$ cat src/rtl/phaser_in_mlane_ctrl.sv
// Multi-lane, multi-rank fine-phase tap controller with divided-clock enable
// and ISERDES reset sequencing; all outputs registered on SYSCLK, 1-cycle latency.
module phaser_in_mlane_ctrl #(
  parameter int NUM_LANES          = 4,
  parameter int NUM_RANKS          = 4,
  parameter int TAP_W              = 6,
  parameter int FINE_DELAY         = 0,
  parameter int CLKOUT_DIV         = 4,
  parameter int SYNC_IN_DIV_RST    = 0,
  parameter int EN_ISERDES_RST     = 0,
  parameter int ISERDES_RST_CYCLES = 8,
  localparam int LW = (NUM_LANES > 1) ? $clog2(NUM_LANES) : 1
) (
  input  logic                       SYSCLK,
  input  logic                       RST,
  input  logic [LW-1:0]              LANESEL,
  input  logic [1:0]                 RANKSEL,
  input  logic                       FINEENABLE,
  input  logic                       FINEINC,
  input  logic                       COUNTERLOADEN,
  input  logic [TAP_W-1:0]           COUNTERLOADVAL,
  input  logic                       COUNTERREADEN,
  output logic [TAP_W-1:0]           COUNTERREADVAL,
  output logic                       COUNTERREADVALID,
  output logic                       FINEOVERFLOW,
  input  logic                       DIVIDERST,
  input  logic                       SYNCIN,
  output logic [NUM_LANES*TAP_W-1:0] TAPS,
  output logic                       ICLKDIV_EN,
  output logic                       ISERDESRST
);

  localparam int NL2 = 2 ** LW;
  localparam logic [1:0] ST_HOLD  = 2'd0;
  localparam logic [1:0] ST_COUNT = 2'd1;
  localparam logic [1:0] ST_RUN   = 2'd2;

  // Arrays span the full address space so RANKSEL/LANESEL index them directly;
  // entries beyond NUM_RANKS/NUM_LANES are never written.
  logic [TAP_W-1:0] tap_q [4][NL2];
  logic [1:0]       rank_q;
  logic [3:0]       div_cnt;
  logic             sync_q;
  logic [1:0]       state;
  logic [7:0]       rst_cnt;
  logic             addr_ok;
  logic [TAP_W-1:0] cur_tap;
  logic             wrap;

  assign addr_ok = (32'(RANKSEL) < NUM_RANKS) && (32'(LANESEL) < NUM_LANES);
  assign cur_tap = tap_q[RANKSEL][LANESEL];
  assign wrap    = FINEINC ? (cur_tap == {TAP_W{1'b1}}) : (cur_tap == '0);

  always_ff @(posedge SYSCLK) begin
    if (RST) begin
      for (int r = 0; r < 4; r++)
        for (int l = 0; l < NL2; l++)
          tap_q[r][l] <= TAP_W'(FINE_DELAY);
      rank_q           <= '0;
      FINEOVERFLOW     <= 1'b0;
      COUNTERREADVAL   <= '0;
      COUNTERREADVALID <= 1'b0;
    end else begin
      FINEOVERFLOW     <= addr_ok && !COUNTERLOADEN && FINEENABLE && wrap;
      COUNTERREADVALID <= COUNTERREADEN;
      if (COUNTERREADEN)
        COUNTERREADVAL <= addr_ok ? cur_tap : '0;
      if (addr_ok) begin
        rank_q <= RANKSEL;
        if (COUNTERLOADEN)
          tap_q[RANKSEL][LANESEL] <= COUNTERLOADVAL;
        else if (FINEENABLE)
          tap_q[RANKSEL][LANESEL] <= FINEINC ? cur_tap + TAP_W'(1) : cur_tap - TAP_W'(1);
      end
    end
  end

  for (genvar g = 0; g < NUM_LANES; g++) begin : g_taps
    assign TAPS[g*TAP_W +: TAP_W] = tap_q[rank_q][g];
  end

  always_ff @(posedge SYSCLK) begin
    if (RST) begin
      div_cnt    <= '0;
      ICLKDIV_EN <= 1'b0;
      sync_q     <= 1'b0;
    end else begin
      sync_q <= SYNCIN;
      if (DIVIDERST || ((SYNC_IN_DIV_RST != 0) && SYNCIN && !sync_q)) begin
        div_cnt    <= '0;
        ICLKDIV_EN <= 1'b0;
      end else begin
        ICLKDIV_EN <= (32'(div_cnt) == CLKOUT_DIV - 1);
        div_cnt    <= (32'(div_cnt) == CLKOUT_DIV - 1) ? '0 : div_cnt + 4'd1;
      end
    end
  end

  always_ff @(posedge SYSCLK) begin
    if (RST) begin
      state   <= (EN_ISERDES_RST != 0) ? ST_HOLD : ST_RUN;
      rst_cnt <= '0;
    end else if (EN_ISERDES_RST == 0) begin
      state <= ST_RUN;
    end else if (DIVIDERST) begin
      state <= ST_HOLD;
    end else begin
      case (state)
        ST_HOLD: begin
          rst_cnt <= 8'(ISERDES_RST_CYCLES - 1);
          state   <= ST_COUNT;
        end
        ST_COUNT: begin
          if (rst_cnt == '0) state <= ST_RUN;
          else               rst_cnt <= rst_cnt - 8'd1;
        end
        default: state <= ST_RUN;
      endcase
    end
  end

  assign ISERDESRST = (EN_ISERDES_RST != 0) && (state != ST_RUN);

endmodule

$ cat config.mk
export PLATFORM = sky130hd
export DESIGN_NAME = phaser_in_mlane_ctrl
export DESIGN_NICKNAME = d
export VERILOG_FILES = /design/src/rtl/phaser_in_mlane_ctrl.sv
export SDC_FILE = /design/constraint.sdc
export NUM_CORES = 1
export LEC_CHECK = 0
export ABC_AREA = 1
export CAP_MARGIN = 0
export CORE_ASPECT_RATIO = 0.9
export CORE_MARGIN = 4
export CORE_UTILIZATION = 55
export DETAILED_ROUTE_END_ITERATION = 7
export PLACE_DENSITY = 0.73
export SYNTH_ARGS = -nofsm -noshare
export SYNTH_HDL_FRONTEND = slang
export SYNTH_SLANG_ARGS = --single-unit
$ cat constraint.sdc
create_clock -name SYSCLK -period 3.2 [get_ports SYSCLK]
set_input_delay 0.64 -clock SYSCLK [delete_from_list [all_inputs] [get_ports SYSCLK]]
set_output_delay 0.64 -clock SYSCLK [all_outputs]
set_load 0.02 [all_outputs]
==> metrics <==
async set or reset register ratio after synthesis 0%; fill count 855; TritonCTS clock tree done; Starting Density 56.6%; Synth Cell Area 6170 um2; post-DP HPWL 13200 um; global-route usage over all layers 28.6%; fin util 70.2%; Layout area overhead 23.9%; period utilization 98.2%; EDFF count, synth 96; DRT iter0 DRCs 605; post-placement cell area 7130 um2; Slew Limit Headroom 58.5%; vias 5881; Syn Inst Count 771; post-synth top area cell edfxtp_1; clk_lat worst skew 0.36 ns; clock sink total 111; Worst Skew 0.00878 ns; # port buffers 49; final net count 887; vias in the first global route 5571; setup ws final 0.0574 ns; max-cap violations 0; LEAKAGE 3.14 nW; Post-Route WL 18900 um; DRC Markers 0; CP Capture Type register; die span in x 120 um; row cnt 36; drt wl/cell 18.5 um; initial antenna violation count 0; clk buf depth 2; Synth warnings 0; post-synthesis cell type count 30; hold slack 0.468 ns; Worst Path Required 3.30 ns; Die Ht 109 um; Seq cells post-synth 111; clk slew on worst S/H paths 0.07 ns; Diodes inserted 0; H-tree depth 3; Final Instance Area 7650 um2; Mapped Nets 795; WS Path Type in -> reg; Arr. time, crit path 3.25 ns; vias per cell 5.77; largest net degree at the start of global routing 49; antenna-violating nets left 0; Tightest Pin Transition 0.617 ns; DP Worst Slack -0.637 ns; first-pass GRT wire length 28300 um; Power per Cell Area 452 nW/um2; die area 13000 um2; Max Slew Vio Count 0; Seq/Total Area, Yosys 51.6%; # hold bufs at CTS 0; clk root buf clkbuf_16; Hold WC Path Type reg -> reg; final setup fails 0; RD Place Congestion 0.965; Worst VDD drop 0.396 mV; DRT Pass-1 Iters 7; crit-path max FO 7; area share of the largest cell type after synthesis 46.7%; core region area 10900 um2; global route overflow 0; post-layout min period 3.14 ns; Synth area leaders edfxtp_1, nand2_1, nor2_1; Fin. Hold Viols 0; outcome finished, final reports clean; layout cells sized above 1 16.8%; I/O pin total 52; setup TNS 0 ns; predominant post-synthesis flop cell edfxtp_1; CTS Buf Count 9; count leader, synth nand2_1; Max Clock Freq 318 MHz; top post-synthesis cells by count nand2_1, nor2_1, edfxtp_1; Syn Area/Cell 8.01 um2; startpoint types input port
## report_power, final
group | total, W | leakage [nW] | switching (W) | internal, W
sequential | 0.00166 | 1.13 | 0.0000315 | 0.00163
clock | 0.00109 | 0.141 | 0.000531 | 0.000558
combinational | 0.000710 | 1.87 | 0.000436 | 0.000274
total | 0.00346 | 3.14 | 0.000998 | 0.00246
## routing by layer
metal  GRT usage [%]  up-vias  share of wire, %
met5               0        -                 0
met4            12.3        0               2.4
met3            5.75       45                11
met2            47.3      344                47
met1            37.1     2755                39
li1                -     2737                 -
## stage by stage
step / total power [W] / instances
after floorplan: 0.00204 / 771
after global placement: 0.00231 / 999
after detailed placement: 0.00233 / 999
after CTS: 0.00340 / 1016
after global routing: 0.00357 / 1020
final: 0.00346 / 1020
## timing repair
action / CTS / global route
gates resized for setup: 17 / 22
pin swaps: 10 / 15
gates cloned: 0 / 2
setup buffers: 1 / 2
endpoints found under the setup margin: 64 / 64
hold endpoints to repair: 0 / 0
## flip-flops by register name, summed over array words and instances (netlist names), named ones only
name and cells:
COUNTERREADVALID 1, ICLKDIV_EN 1, tap_q 96, div_cnt 4, FINEOVERFLOW 1, COUNTERREADVAL 6
## worst max-delay path: stages
cell and delay [ns]:
dlygate4sd2_1 0.42, nor2_4 0.14, clkbuf_16 0.19, nand2_1 0.05
nand4_1 0.16, nand2_1 0.14, buf_4 0.11, nand4_1 0.19
ha_1 0.29, a21oi_2 0.19, nor2_1 0.06, nor2_1 0.08
nand2_1 0.07, inv_1 0.06, nand2_1 0.08, nand2_4 0.11
nand3_2 0.09, nand2_2 0.11, nor2_1 0.06
## logic make-up after synthesis
logic type / Yosys count / share of synthesized area, %
and+or+nand+nor: 477 / 32.3
DFF: 111 / 51.6
other: 1 / 0.0607
buffers and inverters: 65 / 5.01
AOI/OAI and AO/OA: 109 / 9.40
adders and majority gates: 6 / 1.34
xor gates and xnor gates: 2 / 0.284
## area by class of cell
| class | count | area (um2) | area share [%] |
|---|---|---|---|
| Timing Repair Buffer | 111 | 1040 | 13.5 |
| Inverter | 35 | 131 | 1.72 |
| Clock buffer | 11 | 243 | 3.17 |
| Multi-Input combinational cell | 595 | 2830 | 36.9 |
| Sequential cell | 111 | 3180 | 41.6 |
| Tap cell | 152 | 190 | 2.49 |
| Clock inverter | 5 | 41.3 | 0.540 |
## final timing paths
kind | start | endpoint | slack, ns | cells after the start
hold reg to reg | div_cnt[0]$_SDFF_PP0_ | div_cnt[0]$_SDFF_PP0_ | 0.47 | 1
setup reg to reg | tap_q[0][1]$_SDFFCE_PN0P_ | tap_q[0][17]$_SDFFCE_PN0P_ | 0.66 | 16
hold / removal | div_cnt[0]$_SDFF_PP0_ | div_cnt[0]$_SDFF_PP0_ | 0.47 | 1
setup / recovery | RANKSEL[0] | tap_q[0][17]$_SDFFCE_PN0P_ | 0.06 | 19
## placed cells by master (no fill, tap or decap), types with 8 or more instances in the layout
master,count
clkbuf_16,11
nand3_2,8
buf_4,53
nor2_1,163
nand2_2,20
nand2_1,244
dfxtp_1,15
nand4_1,17
edfxtp_1,96
a21oi_1,10
nor2_2,9
clkdlybuf4s50_1,47
o22ai_1,24
inv_2,10
o21ai_0,66
inv_1,25
No activity file was read; power rests on OpenSTA's default activity.
